`src/rtl/alu_pkg.sv`:
```
// ============================================================================
// Module      : alu_pkg
// Description : Shared defaults, command encodings and operand-validity codes
//               for the clocked integer ALU. Optional multiplier support is
//               selected with the ALU_MULT_EN macro in the design files.
// Revision    : 1.0 - initial release
// ============================================================================
`default_nettype none

package alu_pkg;

  localparam int DEF_WIDTH     = 8;
  localparam int DEF_CMD_WIDTH = 4;

  // Arithmetic command codes (MODE=1)
  typedef enum logic [3:0] {
    ACMD_ADD     = 4'd0,
    ACMD_SUB     = 4'd1,
    ACMD_ADD_CIN = 4'd2,
    ACMD_SUB_CIN = 4'd3,
    ACMD_INC_A   = 4'd4,
    ACMD_DEC_A   = 4'd5,
    ACMD_INC_B   = 4'd6,
    ACMD_DEC_B   = 4'd7,
    ACMD_CMP     = 4'd8,
    ACMD_MUL_INC = 4'd9,
    ACMD_MUL_SHL = 4'd10
  } arith_cmd_e;

  // Logical command codes (MODE=0)
  typedef enum logic [3:0] {
    LCMD_AND    = 4'd0,
    LCMD_NAND   = 4'd1,
    LCMD_OR     = 4'd2,
    LCMD_NOR    = 4'd3,
    LCMD_XOR    = 4'd4,
    LCMD_XNOR   = 4'd5,
    LCMD_NOT_A  = 4'd6,
    LCMD_NOT_B  = 4'd7,
    LCMD_SHR1_A = 4'd8,
    LCMD_SHL1_A = 4'd9,
    LCMD_SHR1_B = 4'd10,
    LCMD_SHL1_B = 4'd11,
    LCMD_ROL    = 4'd12,
    LCMD_ROR    = 4'd13
  } logic_cmd_e;

  // INP_VALID encodings; also used as the "operands needed" mask of a command
  localparam logic [1:0] IV_NONE = 2'b00;
  localparam logic [1:0] IV_A    = 2'b01;
  localparam logic [1:0] IV_B    = 2'b10;
  localparam logic [1:0] IV_AB   = 2'b11;

  // True when every operand the command needs is flagged valid
  function automatic logic operands_ok(input logic [1:0] need, input logic [1:0] valid);
    return (valid & need) == need;
  endfunction

endpackage

`default_nettype wire

```
`src/rtl/alu_mult.sv`:
```
// ============================================================================
// Module      : alu_mult
// Description : Registered multiplier front end. Captures operands and the
//               multiply flavour when a multiply is accepted, and presents
//               the product of the captured operands one enabled edge later.
//               Only instantiated when ALU_MULT_EN is defined.
// Revision    : 1.0 - initial release
// ============================================================================
`default_nettype none

module alu_mult
  import alu_pkg::*;
#(
  parameter int WIDTH = DEF_WIDTH
) (
  input  logic               clk_i,
  input  logic               rst_ni,
  input  logic               ce_i,
  input  logic               start_i,
  input  logic               sel_shl_i,
  input  logic [WIDTH-1:0]   a_i,
  input  logic [WIDTH-1:0]   b_i,
  output logic               valid_o,
  output logic [2*WIDTH-1:0] product_o
);

  logic               valid_q, valid_d;
  logic               sel_q, sel_d;
  logic [WIDTH-1:0]   a_q, a_d;
  logic [WIDTH-1:0]   b_q, b_d;
  logic [WIDTH:0]     inc_a, inc_b;
  logic [2*WIDTH-1:0] ext_a, ext_b, prod_inc, prod_shl;

  // Capture on an accepted multiply; any other enabled command drops the pending one
  always_comb begin
    valid_d = valid_q;
    sel_d   = sel_q;
    a_d     = a_q;
    b_d     = b_q;
    if (ce_i) begin
      valid_d = start_i;
      if (start_i) begin
        sel_d = sel_shl_i;
        a_d   = a_i;
        b_d   = b_i;
      end
    end
  end

  // Capture registers; reset aborts any pending multiply
  always_ff @(posedge clk_i or negedge rst_ni) begin
    if (!rst_ni) begin
      valid_q <= 1'b0;
      sel_q   <= 1'b0;
      a_q     <= '0;
      b_q     <= '0;
    end else begin
      valid_q <= valid_d;
      sel_q   <= sel_d;
      a_q     <= a_d;
      b_q     <= b_d;
    end
  end

  // Products of the captured operands, truncated to 2*WIDTH bits
  always_comb begin
    inc_a     = {1'b0, a_q} + {{WIDTH{1'b0}}, 1'b1};
    inc_b     = {1'b0, b_q} + {{WIDTH{1'b0}}, 1'b1};
    ext_a     = {{(WIDTH-1){1'b0}}, inc_a};
    ext_b     = {{(WIDTH-1){1'b0}}, inc_b};
    prod_inc  = ext_a * ext_b;
    prod_shl  = {{WIDTH{1'b0}}, a_q[WIDTH-2:0], 1'b0} * {{WIDTH{1'b0}}, b_q};
    product_o = sel_q ? prod_shl : prod_inc;
  end

  assign valid_o = valid_q;

endmodule

`default_nettype wire

```
`src/rtl/alu_design.sv`:
```
// ============================================================================
// Module      : alu_design
// Description : Clocked integer ALU with registered result and flags.
//               Single-cycle arithmetic/logic; optional 2-cycle multiply
//               commands (MODE=1, CMD 9/10) enabled by defining ALU_MULT_EN.
//               CMD_WIDTH must be at least 4.
// Revision    : 1.0 - initial release
// ============================================================================
`default_nettype none

module alu_design
  import alu_pkg::*;
#(
  parameter int WIDTH     = DEF_WIDTH,
  parameter int CMD_WIDTH = DEF_CMD_WIDTH
) (
  input  logic                 CLK,
  input  logic                 RST,
  input  logic [WIDTH-1:0]     OPA,
  input  logic [WIDTH-1:0]     OPB,
  input  logic [1:0]           INP_VALID,
  input  logic                 CE,
  input  logic                 MODE,
  input  logic                 CIN,
  input  logic [CMD_WIDTH-1:0] CMD,
  output logic [2*WIDTH-1:0]   RES,
  output logic                 COUT,
  output logic                 OFLOW,
  output logic                 G,
  output logic                 E,
  output logic                 L,
  output logic                 ERR
);

  localparam int SHW = $clog2(WIDTH);

  logic [3:0]         cmd4;
  logic               cmd_hi_zero;
  logic [SHW-1:0]     rot_amt;
  logic [WIDTH:0]     ext;
  logic [2*WIDTH-1:0] rot;
  logic [1:0]         need;
  logic               cmd_defined, rot_bad, cmd_err;
  logic [2*WIDTH-1:0] op_res;
  logic               op_cout, op_oflow, op_g, op_e, op_l;
  logic               mult_start, mul_valid;
  logic [2*WIDTH-1:0] mul_product;
`ifdef ALU_MULT_EN
  logic               mult_cmd;
`endif

  logic [2*WIDTH-1:0] res_q, res_d;
  logic               cout_q, cout_d, oflow_q, oflow_d;
  logic               g_q, g_d, e_q, e_d, l_q, l_d, err_q, err_d;

  // Codes wider than 4 bits are only legal when the upper bits are zero
  assign cmd4        = CMD[3:0];
  assign cmd_hi_zero = ((CMD >> 4) == '0);
  assign rot_amt     = OPB[SHW-1:0];

  // Decode the command and compute its single-cycle result and flags
  always_comb begin
    ext         = '0;
    rot         = '0;
    need        = IV_AB;
    cmd_defined = 1'b1;
    rot_bad     = 1'b0;
    op_res      = '0;
    op_cout     = 1'b0;
    op_oflow    = 1'b0;
    op_g        = 1'b0;
    op_e        = 1'b0;
    op_l        = 1'b0;
`ifdef ALU_MULT_EN
    mult_cmd    = 1'b0;
`endif
    if (MODE) begin
      case (cmd4)
        ACMD_ADD:     begin ext = {1'b0, OPA} + {1'b0, OPB}; op_cout = ext[WIDTH];
                            op_res = {{(WIDTH-1){1'b0}}, ext}; end
        ACMD_SUB:     begin ext = {1'b0, OPA} - {1'b0, OPB}; op_oflow = ext[WIDTH];
                            op_res = {{WIDTH{1'b0}}, ext[WIDTH-1:0]}; end
        ACMD_ADD_CIN: begin ext = {1'b0, OPA} + {1'b0, OPB} + {{WIDTH{1'b0}}, CIN};
                            op_cout = ext[WIDTH]; op_res = {{(WIDTH-1){1'b0}}, ext}; end
        ACMD_SUB_CIN: begin ext = {1'b0, OPA} - {1'b0, OPB} - {{WIDTH{1'b0}}, CIN};
                            op_oflow = ext[WIDTH]; op_res = {{WIDTH{1'b0}}, ext[WIDTH-1:0]}; end
        ACMD_INC_A:   begin need = IV_A; ext = {1'b0, OPA} + {{WIDTH{1'b0}}, 1'b1};
                            op_cout = ext[WIDTH]; op_res = {{(WIDTH-1){1'b0}}, ext}; end
        ACMD_DEC_A:   begin need = IV_A; ext = {1'b0, OPA} - {{WIDTH{1'b0}}, 1'b1};
                            op_oflow = ext[WIDTH]; op_res = {{WIDTH{1'b0}}, ext[WIDTH-1:0]}; end
        ACMD_INC_B:   begin need = IV_B; ext = {1'b0, OPB} + {{WIDTH{1'b0}}, 1'b1};
                            op_cout = ext[WIDTH]; op_res = {{(WIDTH-1){1'b0}}, ext}; end
        ACMD_DEC_B:   begin need = IV_B; ext = {1'b0, OPB} - {{WIDTH{1'b0}}, 1'b1};
                            op_oflow = ext[WIDTH]; op_res = {{WIDTH{1'b0}}, ext[WIDTH-1:0]}; end
        ACMD_CMP:     begin op_g = (OPA > OPB); op_e = (OPA == OPB); op_l = (OPA < OPB); end
`ifdef ALU_MULT_EN
        ACMD_MUL_INC,
        ACMD_MUL_SHL: mult_cmd = 1'b1;
`endif
        default:      cmd_defined = 1'b0;
      endcase
    end else begin
      case (cmd4)
        LCMD_AND:    op_res = {{WIDTH{1'b0}}, OPA & OPB};
        LCMD_NAND:   op_res = {{WIDTH{1'b0}}, ~(OPA & OPB)};
        LCMD_OR:     op_res = {{WIDTH{1'b0}}, OPA | OPB};
        LCMD_NOR:    op_res = {{WIDTH{1'b0}}, ~(OPA | OPB)};
        LCMD_XOR:    op_res = {{WIDTH{1'b0}}, OPA ^ OPB};
        LCMD_XNOR:   op_res = {{WIDTH{1'b0}}, ~(OPA ^ OPB)};
        LCMD_NOT_A:  begin need = IV_A; op_res = {{WIDTH{1'b0}}, ~OPA}; end
        LCMD_NOT_B:  begin need = IV_B; op_res = {{WIDTH{1'b0}}, ~OPB}; end
        LCMD_SHR1_A: begin need = IV_A; op_res = {{WIDTH{1'b0}}, 1'b0, OPA[WIDTH-1:1]}; end
        LCMD_SHL1_A: begin need = IV_A; op_res = {{WIDTH{1'b0}}, OPA[WIDTH-2:0], 1'b0}; end
        LCMD_SHR1_B: begin need = IV_B; op_res = {{WIDTH{1'b0}}, 1'b0, OPB[WIDTH-1:1]}; end
        LCMD_SHL1_B: begin need = IV_B; op_res = {{WIDTH{1'b0}}, OPB[WIDTH-2:0], 1'b0}; end
        LCMD_ROL:    begin rot_bad = ((OPB >> SHW) != '0); rot = {OPA, OPA} << rot_amt;
                           op_res = {{WIDTH{1'b0}}, rot[2*WIDTH-1:WIDTH]}; end
        LCMD_ROR:    begin rot_bad = ((OPB >> SHW) != '0); rot = {OPA, OPA} >> rot_amt;
                           op_res = {{WIDTH{1'b0}}, rot[WIDTH-1:0]}; end
        default:     cmd_defined = 1'b0;
      endcase
    end
    cmd_err = !cmd_hi_zero || !cmd_defined || rot_bad || !operands_ok(need, INP_VALID);
  end

`ifdef ALU_MULT_EN
  assign mult_start = mult_cmd && !cmd_err;

  alu_mult #(
    .WIDTH(WIDTH)
  ) u_mult (
    .clk_i     (CLK),
    .rst_ni    (RST),
    .ce_i      (CE),
    .start_i   (mult_start),
    .sel_shl_i (cmd4 == ACMD_MUL_SHL),
    .a_i       (OPA),
    .b_i       (OPB),
    .valid_o   (mul_valid),
    .product_o (mul_product)
  );
`else
  assign mult_start  = 1'b0;
  assign mul_valid   = 1'b0;
  assign mul_product = '0;
`endif

  // Choose what the output registers load: hold, multiply result, error or new result
  always_comb begin
    res_d   = res_q;
    cout_d  = cout_q;
    oflow_d = oflow_q;
    g_d     = g_q;
    e_d     = e_q;
    l_d     = l_q;
    err_d   = err_q;
    if (CE) begin
      if (mult_start) begin
        // A multiply in flight lands now; otherwise the previous outputs hold
        if (mul_valid) begin
          res_d   = mul_product;
          cout_d  = 1'b0;
          oflow_d = 1'b0;
          g_d     = 1'b0;
          e_d     = 1'b0;
          l_d     = 1'b0;
          err_d   = 1'b0;
        end
      end else if (cmd_err) begin
        res_d   = '0;
        cout_d  = 1'b0;
        oflow_d = 1'b0;
        g_d     = 1'b0;
        e_d     = 1'b0;
        l_d     = 1'b0;
        err_d   = 1'b1;
      end else begin
        res_d   = op_res;
        cout_d  = op_cout;
        oflow_d = op_oflow;
        g_d     = op_g;
        e_d     = op_e;
        l_d     = op_l;
        err_d   = 1'b0;
      end
    end
  end

  // Output registers with asynchronous active-low clear
  always_ff @(posedge CLK or negedge RST) begin
    if (!RST) begin
      res_q   <= '0;
      cout_q  <= 1'b0;
      oflow_q <= 1'b0;
      g_q     <= 1'b0;
      e_q     <= 1'b0;
      l_q     <= 1'b0;
      err_q   <= 1'b0;
    end else begin
      res_q   <= res_d;
      cout_q  <= cout_d;
      oflow_q <= oflow_d;
      g_q     <= g_d;
      e_q     <= e_d;
      l_q     <= l_d;
      err_q   <= err_d;
    end
  end

  assign RES   = res_q;
  assign COUT  = cout_q;
  assign OFLOW = oflow_q;
  assign G     = g_q;
  assign E     = e_q;
  assign L     = l_q;
  assign ERR   = err_q;

endmodule

`default_nettype wire

```
`config.mk`:
```
export PLATFORM = sky130hd
export DESIGN_NAME = alu_design
export DESIGN_NICKNAME = d
export VERILOG_FILES = /design/src/rtl/alu_pkg.sv /design/src/rtl/alu_mult.sv /design/src/rtl/alu_design.sv
export SDC_FILE = /design/constraint.sdc
export NUM_CORES = 1
export LEC_CHECK = 0
export ABC_AREA = 1
export CORE_ASPECT_RATIO = 1.75
export CORE_UTILIZATION = 50
export CTS_CLUSTER_SIZE = 12
export DETAILED_ROUTE_END_ITERATION = 10
export PLACE_DENSITY = 0.73
export SYNTH_ARGS = -nofsm -noshare
export SYNTH_HDL_FRONTEND = slang
export SYNTH_SLANG_ARGS = --single-unit
```
`constraint.sdc`:
```
create_clock -name CLK -period 1.3 [get_ports CLK]
set_clock_uncertainty 0.1 [all_clocks]
set_input_delay 0.26 -clock CLK [delete_from_list [all_inputs] [get_ports CLK]]
set_output_delay 0.26 -clock CLK [all_outputs]
set_load 0.02 [all_outputs]
```
==> run summary, run 1 <==
CTS Buf Count = 3
H-tree levels = 1
Post-synth EDFFs = 0
Error Message = [ERROR GRT-0116] Global routing finished with congestion. Check the congestion regions in the DRC Viewer.
Post-synthesis cell area = 0.00419 mm²
Sink Count = 15
Clock Tree Root = clkbuf_16
Largest net degree at the start of global routing = 21
I/O Buffers = 41
Mapped Cells = 768
Status = did not finish
Die Wd = 71.2 µm
Clk buf depth = 2
Starting density of the core = 52.3%
Dpl cell area = 0.00612 mm²
Synth warnings = 0
GRT overflow = 47
Placer Congestion = 1.07
Vias in the first global route = 7882
Average cell area after synthesis = 5.45 µm²
Dominant synthesized flop cell = dfrtp_1
Exit stage = global routing (5_1_grt)
Yosys reg bits = 15
Ports = 49
GRT Util Overall = 65.8%
First-pass GRT wire length = 43500 µm
Synth cell types = 49
Row Count = 43
Half-perimeter wire length after placement = 16200 µm
Asr flop ratio synth = 100%
Die Ht = 123 µm
Sequential area share after synthesis = 8.96%
synth_stat cells (3+ instances only):
cell type / count / area share [%]
nand2_1: 242 / 22
nand3_1: 94 / 11
inv_1: 70 / 6.3
nor2_1: 67 / 6.0
o21ai_0: 54 / 6.5
ha_1: 33 / 9.9
a21oi_1: 26 / 3.1
o22ai_1: 20 / 3.0
nand4_1: 19 / 2.8
dfrtp_1: 15 / 9.0
nor3_1: 15 / 1.8
buf_2: 11 / 1.3
buf_4: 8 / 1.4
clkinv_1: 8 / 0.72
inv_2: 7 / 0.63
nand2_2: 7 / 1.0
clkbuf_1: 6 / 0.54
o2111ai_1: 5 / 1.0
o211ai_1: 5 / 0.90
o21a_1: 5 / 0.90
a211oi_1: 3 / 0.54
mux2i_1: 3 / 0.72
nand3b_1: 3 / 0.54
nor2_2: 3 / 0.45
nor2_4: 3 / 0.81
o21ai_1: 3 / 0.36
o21ai_2: 3 / 0.63
or2_2: 3 / 0.45
per-layer routing:
layer | GRT usage (%) | overflow
met4 | 68.5 | 23
met3 | 38.9 | 0
met1 | 63.4 | 0
met5 | 3.70 | 0
met2 | 93.0 | 24
through the flow:
| step | setup WS [ns] | hold slack [ns] | utilization [%] | std cells | TNS, ns |
|---|---|---|---|---|---|
| floorplan | -0.794 | -0.136 | - | 774 | -8.07 |
| global placement | -1.54 | 0.365 | 76.3 | 1032 | -20.45 |
| detailed placement | -1.62 | 0.367 | 76.3 | 1032 | -21.59 |
| CTS | -0.743 | 0.241 | 88.3 | 1075 | -8.74 |
cells by family after synthesis:
kind of cell	synth area share [%]
xor+xnor	0.388
fa+ha+maj	10.8
buf+inv	11.8
simple gates	48.7
compound gates	18.6
mux	0.717
other cells	0.0895
flops	8.96
timing repair:
item	in CTS
pin swaps	85
gates resized for setup	285
gates cloned	0
endpoints found under the setup margin	30
hold buffers	0
buffers inserted	39
==> run 2: changes to the inputs <==
--- a/config.mk
+++ b/config.mk
@@ -6,11 +6,9 @@
 export NUM_CORES = 1
 export LEC_CHECK = 0
 export ABC_AREA = 1
-export CORE_ASPECT_RATIO = 1.75
-export CORE_UTILIZATION = 50
-export CTS_CLUSTER_SIZE = 12
+export CORE_UTILIZATION = 35
 export DETAILED_ROUTE_END_ITERATION = 10
-export PLACE_DENSITY = 0.73
+export PLACE_DENSITY_LB_ADDON = 0.15
 export SYNTH_ARGS = -nofsm -noshare
 export SYNTH_HDL_FRONTEND = slang
 export SYNTH_SLANG_ARGS = --single-unit
==> run summary, run 2 <==
Status = finished, violations left (was did not finish)
Failing checks = design-rule violations, negative setup slack
Max Cap Viol = 0
Yosys top cell by area = nand2_1 (unchanged)
Sink Count = 15 (unchanged)
PnR Total Power = 3.85 mW
First-pass GRT wire length = 32400 µm
Fillers = 1058
Placed cells = 1102 (was 1032)
WL per Instance = 18.8 µm
Asr flop ratio synth = 100% (unchanged)
Die Ht = 111 µm (was 123 µm)
CTS tree = built
Unrepaired setup endpoints after global routing = true
Leakage = 3.51 nW
Clk buf depth = 2 (unchanged)
DRT Pass-1 Iters = 11
Post-synth top area share = 21.7% (unchanged)
Maximum vdd ir drop = 0.000411 V
Startpoint Class = primary input
Hold WC Path Type = in2async
Combinational share of power = 71.6%
Post-synthesis cell area = 0.00419 mm² (unchanged)
Core Util, Final = 63.1%
Worst reg2reg setup slack = 0.42 ns
Average cell area after synthesis = 5.45 µm² (unchanged)
Count leader, synth = nand2_1 (unchanged)
Core area = 0.0116 mm²
CP endpoint = RES[7]
Starting density of the core = 36.2% (was 52.3%)
Setup TNS = -8.71 ns
H-tree levels = 1 (unchanged)
Synth cell types = 49 (unchanged)
Number of flip-flops in the largest register = 9
Yosys reg bits = 15 (unchanged)
Dominant synthesized flop cell = dfrtp_1 (unchanged)
Worst setup path startpoint = OPB[0]
Seq. cell area = 375 µm²
I/O Buffers = 41 (unchanged)
P&R area growth vs syn = 74.3%
Tmin final = 2.05 ns
RR Endpoint = RES[7]
Worst r2r path cells = 3
Final setup vio count = 15
Fin crit share = 158%
Worst r2r src = RES[7]
Ports = 49 (unchanged)
Row Count = 39 (was 43)
Internal Pwr Total = 2.08 mW
Clock Power Share = 15.4%
Synth top area cells = nand2_1 (22%), nand3_1 (11%), ha_1 (9.9%) (unchanged)
GRT overflow = 0
Most common cell after layout, fill and taps aside = nand2_1
Leading cell types in the layout, fill and taps excluded = nand2_1 (209), buf_4 (168), nand3_1 (73)
Sequential area share after synthesis = 8.96% (unchanged)
Crit end category = flip-flop
NetSw = 1.77 mW
Finished Layout Cells = 1136
CTS Buf Count = 3 (unchanged)
Area of the die = 0.0124 mm²
Final WL = 21400 µm
Seq pwr share = 13.0%
Pins Over Slew Limit = 0
Critical path class = in2reg
Placer Congestion = 0.992 (was 1.07)
Vias per inst = 5.58
Share of post-route cells with drive strength above 1 = 42.0%
Area of the multi-input gates = 0.00412 mm²
Highest clock rate = 0.488 GHz
# DRC = 10
Switching part of the total power = 45.9%
Synth warnings = 0 (unchanged)
Critical path fanouts, max = 5
Clk slew on worst S/H paths = 0.05 ns
Clk_lat worst skew = 0.24 ns
Crit path setup slack, layout = -0.749 ns
Die Wd = 111 µm (was 71.2 µm)
Routed Antenna Nets = 0
GRT Util Overall = 33.8%
Clock Tree Root = clkbuf_16 (unchanged)
Crit path required time = 1.39 ns
Post-synth EDFFs = 0 (unchanged)
Mapped Cells = 768 (unchanged)
Largest net degree at the start of global routing = 23
Fin. Hold Viols = 0
Final nets = 1056
Worst EP arrival = 2.13 ns
DRT iter0 DRCs = 655
Diode count = 0
Power density over the cells = 528 mW/mm²
Half-perimeter wire length after placement = 16900 µm (was 16200 µm)
Commonest cells post-synth = nand2_1 (242), nand3_1 (94), inv_1 (70), nor2_1 (67), o21ai_0 (54) (unchanged)
Pre-CTS setup slack = -1.64 ns (was -1.62 ns)
Antenna violations before repair = 0
Vias in the first global route = 6013
Via Count = 6338
-- run 2: worst min path at each step --
stage,start,end,slack (ns),cells past startpoint
after global routing,RST,RES[7],0.25,2
final,RST,RES[1],0.24,2
after detailed placement,COUT,COUT,0.37,2
after CTS,RST,RES[3],0.24,2
after global placement,COUT,COUT,0.36,2
after floorplan,RST,COUT,-0.14,0
-- run 2: power by group through the flow --
| stage | combinational, mW | clock (mW) | sequential, mW |
|---|---|---|---|
| floorplan | 1.19 | 0 | 0.533 |
| global placement | 2.26 | 0 | 0.506 |
| detailed placement | 2.27 | 0 | 0.507 |
| CTS | 2.53 | 0.604 | 0.499 |
| global route | 2.94 | 0.636 | 0.502 |
| finish | 2.76 | 0.594 | 0.500 |
-- run 2: per-stage QoR --
step | area, µm² | hold WS (ns)
5_1_grt | 7300 | 0.247
2_1_floorplan | 4630 | -0.136
4_1_cts | 7000 | 0.240
6_report | 7300 | 0.237
3_3_place_gp | 6350 | 0.358
3_5_place_dp | 6350 | 0.365
-- run 2: critical path: stages --
cell     delay (ns)
buf_12         0.11
ha_4           0.17
fa_2           0.38
buf_6          0.13
xor2_2         0.17
inv_2          0.08
nor2_4         0.19
nand3_4        0.12
nor2_4         0.13
nand2_1        0.06
nand2_1        0.07
nand3_2        0.08
nand3_2        0.08
nand2_1        0.05
nand2_1        0.06
-- run 2: kinds of logic after synthesis --
group                      count (synthesis)  share of synthesized area (%)
AOI/OAI and AO/OA                        133                           18.6
xor gates and xnor gates                   1                          0.388
adders and majority gates                 35                           10.8
buffers and inverters                    115                           11.8
DFF                                       15                           8.96
muxes                                      3                          0.717
other                                      1                         0.0895
and+or+nand+nor                          465                           48.7
-- run 2: area by class of cell --
| type | count | area share (%) |
|---|---|---|
| repair buffers | 244 | 29.1 |
| clock inverters | 1 | 0.0686 |
| well taps | 143 | 2.45 |
| multi-input cells | 645 | 56.4 |
| flip-flops and latches | 15 | 5.14 |
| clock buffers | 3 | 1.03 |
| inverters | 85 | 5.73 |
-- run 2: layer usage --
metal | global-route usage [%] | wire (µm) | vias to the layer above
met5 | 0 | 0 | -
met4 | 16.6 | 1050 | 0
met3 | 3.32 | 1550 | 54
met2 | 56.1 | 9820 | 317
met1 | 43.9 | 8970 | 2944
li1 | - | - | 3023
-- run 2: timing repair --
action / in CTS / in global routing
setup buffers: 20 / 10
gates resized for setup: 235 / 69
setup endpoints to repair: 30 / 26
gates cloned: 1 / 0
hold buffers: 0 / 0
pin swaps: 73 / 36
(Power assumes the default switching activity.)
